$ cat config.mk
export PLATFORM = sky130hd
export DESIGN_NAME = spi_shift_engine
export DESIGN_NICKNAME = d
export VERILOG_FILES = /design/src/rtl/spi_shift_engine.sv
export SDC_FILE = /design/constraint.sdc
export NUM_CORES = 1
export LEC_CHECK = 0
export ABC_AREA = 1
export CELL_PAD_IN_SITES_DETAIL_PLACEMENT = 1
export CELL_PAD_IN_SITES_GLOBAL_PLACEMENT = 2
export CORE_ASPECT_RATIO = 0.75
export CORE_UTILIZATION = 33
export CTS_CLUSTER_DIAMETER = 80
export DETAILED_ROUTE_END_ITERATION = 8
export DONT_BUFFER_PORTS = 1
export GPL_ROUTABILITY_DRIVEN = 0
export GPL_TIMING_DRIVEN = 0
export PLACE_DENSITY = 0.88
export SYNTH_ARGS = -nofsm -noshare
export SYNTH_HDL_FRONTEND = slang
export SYNTH_SLANG_ARGS = --single-unit
$ cat constraint.sdc
create_clock -name clock -period 1.62 [get_ports clock]
set_input_delay 0.162 -clock clock [delete_from_list [all_inputs] [get_ports clock]]
set_output_delay 0.162 -clock clock [all_outputs]
set_load 0.005 [all_outputs]
$ cat src/rtl/spi_shift_engine.sv
// spi_shift_engine
//   SPI serialiser/deserialiser with a runtime word length, selectable bit
//   order and separate sample/shift strobes. The strobes come from the SCLK
//   generator, so every CPHA mode is covered by how the strobes are placed.
//   Each accepted load shifts exactly wordSize+1 bits and then pulses done.
//
// Ports
//   clock, reset    : system clock, synchronous active-high reset
//   enable          : clock enable; low freezes all state and masks done
//   wordSize        : word length minus one, latched when a load is accepted
//   lsbFirst        : 1 = LSB first, latched when a load is accepted
//   load, txData    : start request and transmit word (accepted only in IDLE)
//   sampleStrobe    : capture serialIn in this cycle
//   shiftStrobe     : advance one bit in this cycle
//   serialIn        : MISO
//   serialOut       : MOSI, taken directly from the shift register
//   busy            : transfer in progress
//   done            : one-cycle pulse at the end of a word
//   rxData          : last received word, right-aligned, zero above wordSize
module spi_shift_engine #(
  parameter int MAX_WORD_SIZE = 32,
  localparam int CW = $clog2(MAX_WORD_SIZE)
) (
  input  logic                     clock,
  input  logic                     reset,
  input  logic                     enable,
  input  logic [CW-1:0]            wordSize,
  input  logic                     lsbFirst,
  input  logic                     load,
  input  logic [MAX_WORD_SIZE-1:0] txData,
  input  logic                     sampleStrobe,
  input  logic                     shiftStrobe,
  input  logic                     serialIn,
  output logic                     serialOut,
  output logic                     busy,
  output logic                     done,
  output logic [MAX_WORD_SIZE-1:0] rxData
);

  typedef enum logic {IDLE, ACTIVE} state_t;

  state_t                   state_reg;
  logic [MAX_WORD_SIZE-1:0] shift_reg;
  logic [MAX_WORD_SIZE-1:0] rx_reg;
  logic [CW-1:0]            ws_reg;
  logic [CW-1:0]            cnt_reg;
  logic                     lf_reg;
  logic                     sbit_reg;
  logic                     busy_reg;
  logic                     done_reg;

  logic [MAX_WORD_SIZE-1:0] mask_ws;    // bits [ws_reg:0] set
  logic [MAX_WORD_SIZE-1:0] mask_load;  // bits [wordSize:0] set
  logic [MAX_WORD_SIZE-1:0] top_bit;    // only bit ws_reg set
  logic [MAX_WORD_SIZE-1:0] shift_next;
  logic                     in_bit;

  genvar gi;
  generate
    for (gi = 0; gi < MAX_WORD_SIZE; gi++) begin : g_mask
      assign mask_ws[gi]   = (CW'(gi) <= ws_reg);
      assign mask_load[gi] = (CW'(gi) <= wordSize);
      assign top_bit[gi]   = (CW'(gi) == ws_reg);
    end
  endgenerate

  always_comb begin
    // Same-cycle sample and shift takes serialIn directly, so back-to-back
    // strobes need no separate sample cycle.
    in_bit     = sampleStrobe ? serialIn : sbit_reg;
    shift_next = '0;
    if (lf_reg) begin
      // Bits above ws are always zero, so bit ws is free after the right shift.
      shift_next = (shift_reg >> 1) | (in_bit ? top_bit : '0);
    end else begin
      shift_next = ((shift_reg << 1) | {{(MAX_WORD_SIZE-1){1'b0}}, in_bit}) & mask_ws;
    end
  end

  always_ff @(posedge clock) begin
    if (reset) begin
      state_reg <= IDLE;
      shift_reg <= '0;
      rx_reg    <= '0;
      ws_reg    <= '0;
      cnt_reg   <= '0;
      lf_reg    <= 1'b0;
      sbit_reg  <= 1'b0;
      busy_reg  <= 1'b0;
      done_reg  <= 1'b0;
    end else if (!enable) begin
      // Cleared so a pulse cannot reappear when enable returns.
      done_reg <= 1'b0;
    end else begin
      done_reg <= 1'b0;
      case (state_reg)
        IDLE: begin
          if (load) begin
            shift_reg <= txData & mask_load;
            ws_reg    <= wordSize;
            lf_reg    <= lsbFirst;
            cnt_reg   <= wordSize;
            sbit_reg  <= 1'b0;
            busy_reg  <= 1'b1;
            state_reg <= ACTIVE;
          end
        end
        ACTIVE: begin
          if (sampleStrobe) begin
            sbit_reg <= serialIn;
          end
          if (shiftStrobe) begin
            shift_reg <= shift_next;
            if (cnt_reg == '0) begin
              rx_reg    <= shift_next;
              done_reg  <= 1'b1;
              busy_reg  <= 1'b0;
              state_reg <= IDLE;
            end else begin
              cnt_reg <= cnt_reg - CW'(1);
            end
          end
        end
        default: state_reg <= IDLE;
      endcase
    end
  end

  assign serialOut = lf_reg ? shift_reg[0] : shift_reg[ws_reg];
  assign busy      = busy_reg;
  assign done      = done_reg & enable;
  assign rxData    = rx_reg;

endmodule

==> results.cfg, run 1 <==
[status]
status = finished, violations left
violations = setup timing

[yosys]
synth_simple_gate_area_share_pct = 35.08
ys_warn_count = 0
synth_top_family_by_area = simple AND/OR/NAND/NOR gates
yosysTopAreaCell = dfxtp_1
synthFlopType = dfxtp_1
synth_xor_xnor_area_share_pct = 0.1815
avgSynthCellArea_um2 = 6.078
syn-instance-count = 794
synth.distinct_cells = 34
yosysSeqAreaShare_pct = 32.77
synth_top_area_share_pct = 32.77
ys_top_cells_by_area = dfxtp_1 33%, nand2_1 17%, o21ai_0 9.2%
syn_area_um2 = 4826
yosysMostFrequentCell = nand2_1
synth-edff-count = 0
synth_compound_area_share_pct = 21.26
yosys.area_share.adder_pct = 0.2593
synth.net_count = 840
synth_seq_cells = 79
async_reset_ff_share_pct = 0
ys_top_cells_by_count = 221 x nand2_1, 89 x o21ai_0, 83 x nand3_1
muxShareOfSynthArea_pct = 0

[global_route]
grt_pass1_vias = 6124
grt_usage_pct = 32.35
grt_max_degree = 15
grt_overflow_total = 0
grt_antenna_before_repair = 0
grt_pass1_wl_um = 35810

[sta]
worst_slack_ns = -0.1730
setup_viol = 9
rsz0062_at_grt = true
max-slew-margin-rel_pct = 48.13
fin_setup_tns_ns = -0.4482
report.final.slew_viol_count = 0
timing.final.crit_share_pct = 110.7
finalHoldViolCount = 0
fmax_mhz = 557.7
fin_skew_ns = 0.008390
post-route-min-period_ns = 1.793
worstMarginPinSlew_ns = 0.7780

[clock_network]
cts_buffers = 9
clock_sinks = 79
htree_num_levels = 3
clock_path_buffers = 2
cts_tree = built
insertion_delay_ns = 0.36
clkTransAtPathRegs_ns = 0.06
cts_root_buffer = clkbuf_16

[layout]
utilization_pct = 42.79
final_nets = 880
areaGrowthSynthToFinish_pct = 23.96
antennaDiodeCount = 0
register_area_um2 = 1587
multi_input_area_um2 = 2909
final_area_um2 = 5982
layout-drive-gt1-share_pct = 16.21
fill_cells = 1899

[power_and_ir_drop]
p_per_area_nw_per_um2 = 1003
power_uw = 5997
ir_drop_mv = 0.5045
p_leak_uw = 0.002637

[worst_setup_path]
critPathBufInv = 2
critPathLaunch = ws_reg[0]
slowest_stage = dfxtp_2
required_ns = 1.46
cp_max_fo = 6
crit_type = reg2out
rr_worst_depth = 7
cp-end-kind = output pin
critPathArrivalTime_ns = 1.63
r2r_setup_slack_ns = -0.11
crit_path_frequent_cell = nand2_1
rr_startpoint = ws_reg[1]
crit_family = simple AND/OR/NAND/NOR gates
reg2reg_to = shift_reg[5]
crit_path_start_kind = flip-flop
crit_chain = buf_6 -> clkbuf_16 -> o21ai_4 -> nand2_1 -> a21oi_2 -> nor2_1 -> nand2_1 -> nand3_2 -> nand2_2
slowest_delay_ns = 0.33

[placement]
placed_cell_area_um2 = 5070
io_buffers = 0
hpwl_um = 18160

[route]
detail-route-antenna-nets = 0
drt_first_iter_violations = 685
viasPerCell = 6.027
vias = 6232
first_pass_iters = 5
drc = 0
avgRoutedWirePerCell_um = 23.61
routed_wirelength_um = 24410

[die]
num_rows = 37
pin_count = 80
floorplan.initialDensity_pct = 34.52
die_x_um = 141.6
fp.dieArea_um2 = 15120
die_h_um = 106.7
core_um2 = 13980

[job]
max_cap_violations = 0

[worst_hold_path]
min_path_cells = 2
min_to = cnt_reg[3]
min_from = wordSize[3]
hold_path.class = in2reg
-- placed cells by master, fill, tap and decap left out, types with 16 or more instances in the layout --
cell type and count:
a21oi_1 56, buf_4 31, dfxtp_1 75, inv_1 59, nand2_1 210, nand3_1 80
nand4_1 16, nor2_1 65, o211ai_1 16, o21ai_0 71, o21ai_1 17
-- area by class of cell --
type,instances,share of cell area (%)
Tap cell,195,4.079
Sequential cell,79,26.52
Inverter,71,4.832
Timing Repair Buffer,29,4.079
Buffer,49,5.919
Clock inverter,6,1.945
Multi-Input combinational cell,595,48.63
Clock buffer,10,3.995
-- stage by stage --
step,worst slack (ns),std cells,hold slack (ns)
after floorplan,0.1703,794,0.3215
after global placement,-0.4395,989,0.3317
after detailed placement,-0.4415,989,0.3338
after CTS,-0.1415,1022,0.002117
after global routing,-0.2437,1034,0.03129
final,-0.1730,1034,0.006107
-- timing repair --
item                                    in CTS  in global routing
hold buffers                                 2                  0
endpoints found under the hold margin        3                  0
pin swaps                                    8                 17
resized for setup                           67                 69
cloned                                       2                  2
buffers inserted                            13                 10
endpoints found under the setup margin      72                 70
-- logic make-up after synthesis --
logic type,Yosys count
compound gates,188
xor+xnor,1
fa+ha+maj,1
buf+inv,120
flops,79
simple gates,405
-- metal layers --
metal  vias to the layer above  routed length [um]  track usage, %
li1                       2728                   -               -
met1                      3026                9966           42.05
met2                       399               10450           48.56
met3                        77                2930           10.32
met4                         2                 975           13.82
met5                         -                  91           4.912
-- power by group --
part	total, uW	internal [uW]	switching (uW)
sequential	2200	2060	138
combinational	1340	427	917
clock	2460	1560	898
-- worst max-delay path by stage --
stage,cells after the start,end
3_5_place_dp,5,rxData[9]
5_1_grt,12,serialOut
6_report,9,serialOut
2_1_floorplan,11,rxData[18]
3_3_place_gp,5,rxData[3]
4_1_cts,9,serialOut
Note: power is estimated with default switching activity, not from simulation.
==> run 2: changes to the inputs <==
- CTS_BUF_LIST: not set -> sky130_fd_sc_hd__clkbuf_16
==> results.cfg, run 2 (synthesis results as in run 1) <==
[route]
avgRoutedWirePerCell_um = 23.62
wl_met1_um = 10040
vias = 6159
routed-wl-met3_um = 2852
highest_layer = met5
drt_first_iter_violations = 539
first_pass_iters = 5
drc = 0
detail-route-antenna-nets = 0
routed_wirelength_um = 24430
viasPerCell = 5.956
route.met2.wl_um = 10490

[sta]
post-route-min-period_ns = 1.792
fin_skew_ns = 0.01153
fin_setup_tns_ns = -0.4863
timing.final.crit_share_pct = 110.6
finalHoldViolCount = 0
setup_viol = 10
fmax_mhz = 558.1
report.final.slew_viol_count = 0
max-slew-margin-rel_pct = 47.39
worst_slack_ns = -0.1718
rsz0062_at_grt = true
worstMarginPinSlew_ns = 0.7892

[clock_network]
clock_path_buffers = 2
cts_tree = built
clkTransAtPathRegs_ns = 0.06
cts_buffers = 9
clock_sinks = 79
htree_num_levels = 3
cts_root_buffer = clkbuf_16
insertion_delay_ns = 0.36

[layout]
multi_input_area_um2 = 2903
layout-drive-gt1-share_pct = 15.85
layout_commonest_cell = nand2_1
fill_cells = 1897
antennaDiodeCount = 0
final_cells = 1034
layout_common_cells = 210 x nand2_1, 80 x nand3_1, 75 x dfxtp_1
final_nets = 880
register_area_um2 = 1587
areaGrowthSynthToFinish_pct = 23.70

[worst_setup_path]
crit_type = reg2out
critPathArrivalTime_ns = 1.63
slowest_delay_ns = 0.33
crit_path_frequent_cell = nand2_1
crit_path_start_kind = flip-flop
cp_max_fo = 6
slowest_stage = dfxtp_2
required_ns = 1.46
cp-end-kind = output pin
crit_chain = buf_6 -> clkbuf_16 -> o21ai_4 -> nand2_1 -> a21oi_2 -> nor2_1 -> nand2_1 -> nand3_2 -> nand2_2

[die]
die_x_um = 141.6
fp.dieArea_um2 = 15120
pin_count = 80
floorplan.initialDensity_pct = 34.52
num_rows = 37
core_um2 = 13980
die_h_um = 106.7

[power_and_ir_drop]
intPower_uw = 3997
p_comb_share_pct = 22.5
power.switching_uw = 1965
p_seq_share_pct = 36.9
p_leak_uw = 0.002633
ir_drop_mv = 0.4980
clkPwrFrac_pct = 40.6
swShare_pct = 32.95
p_per_area_nw_per_um2 = 998.8

[status]
status = finished, violations left
violations = setup timing

[job]
max_cap_violations = 0

[placement]
io_buffers = 0
placedCellCount = 989
hpwl_um = 18160

[global_route]
grt_pass1_vias = 6127
grt_antenna_before_repair = 0
grt_usage_pct = 32.37
grt_max_degree = 15
grt_overflow_total = 0
grt_pass1_wl_um = 35840

[worst_hold_path]
hold_path.class = in2reg
run 2: layout make-up:
cell class | instances | share of cell area, %
buffer | 49 | 5.932
clock buffer | 9 | 3.773
timing repair buffer | 29 | 4.150
sequential | 79 | 26.58
tap | 195 | 4.087
inverter | 71 | 4.842
multi-input combinational | 595 | 48.63
clock inverter | 7 | 2.012
run 2: path summary, 6_finish.rpt:
path / startpoint / to / slack (ns) / cells after the start
min reg2reg: busy / busy / 0.49 / 2
max reg2reg: ws_reg[1] / shift_reg[5] / -0.11 / 7
min: wordSize[3] / cnt_reg[3] / 0.007 / 2
max: ws_reg[0] / serialOut / -0.17 / 9
run 2: stage by stage:
step	instance area (um2)	hold slack (ns)	total power [uW]	util [%]	worst slack [ns]
final	5969	0.007280	5962	42.70	-0.1718
after floorplan	4826	0.3215	2865	-	0.1703
after global placement	5070	0.3317	3250	36.26	-0.4395
after global routing	5969	0.03130	6126	42.70	-0.2437
after detailed placement	5070	0.3338	3284	36.26	-0.4415
after CTS	5712	0.002117	5778	40.85	-0.1415
run 2: power by group through the flow:
stage	Clock, uW	Combinational, uW	Sequential (uW)
6_report	2420	1340	2200
4_1_cts	2420	1170	2180
3_3_place_gp	0	1030	2220
2_1_floorplan	0	700	2160
3_5_place_dp	0	1060	2220
5_1_grt	2490	1440	2200
run 2: layer usage:
| layer | up-vias | global-route usage (%) |
|---|---|---|
| met5 | - | 4.912 |
| met4 | 2 | 13.82 |
| met3 | 78 | 10.32 |
| met2 | 379 | 48.56 |
| met1 | 2976 | 42.13 |
| li1 | 2724 | - |
run 2: what timing repair did:
action                                  4_1_cts  5_1_grt
pin swaps                                     8       17
cloned                                        2        2
resized for setup                            66       70
hold endpoints to repair                      3        0
setup buffers                                13       10
hold buffers                                  2        0
endpoints found under the setup margin       72       70
run 2: critical path, delay by kind of cell (launching register included):
kind                   cells  cell delay, ns
and+or+nand+nor            5            0.37
DFF                        1            0.33
buffers and inverters      2            0.30
AOI/OAI and AO/OA          2            0.29
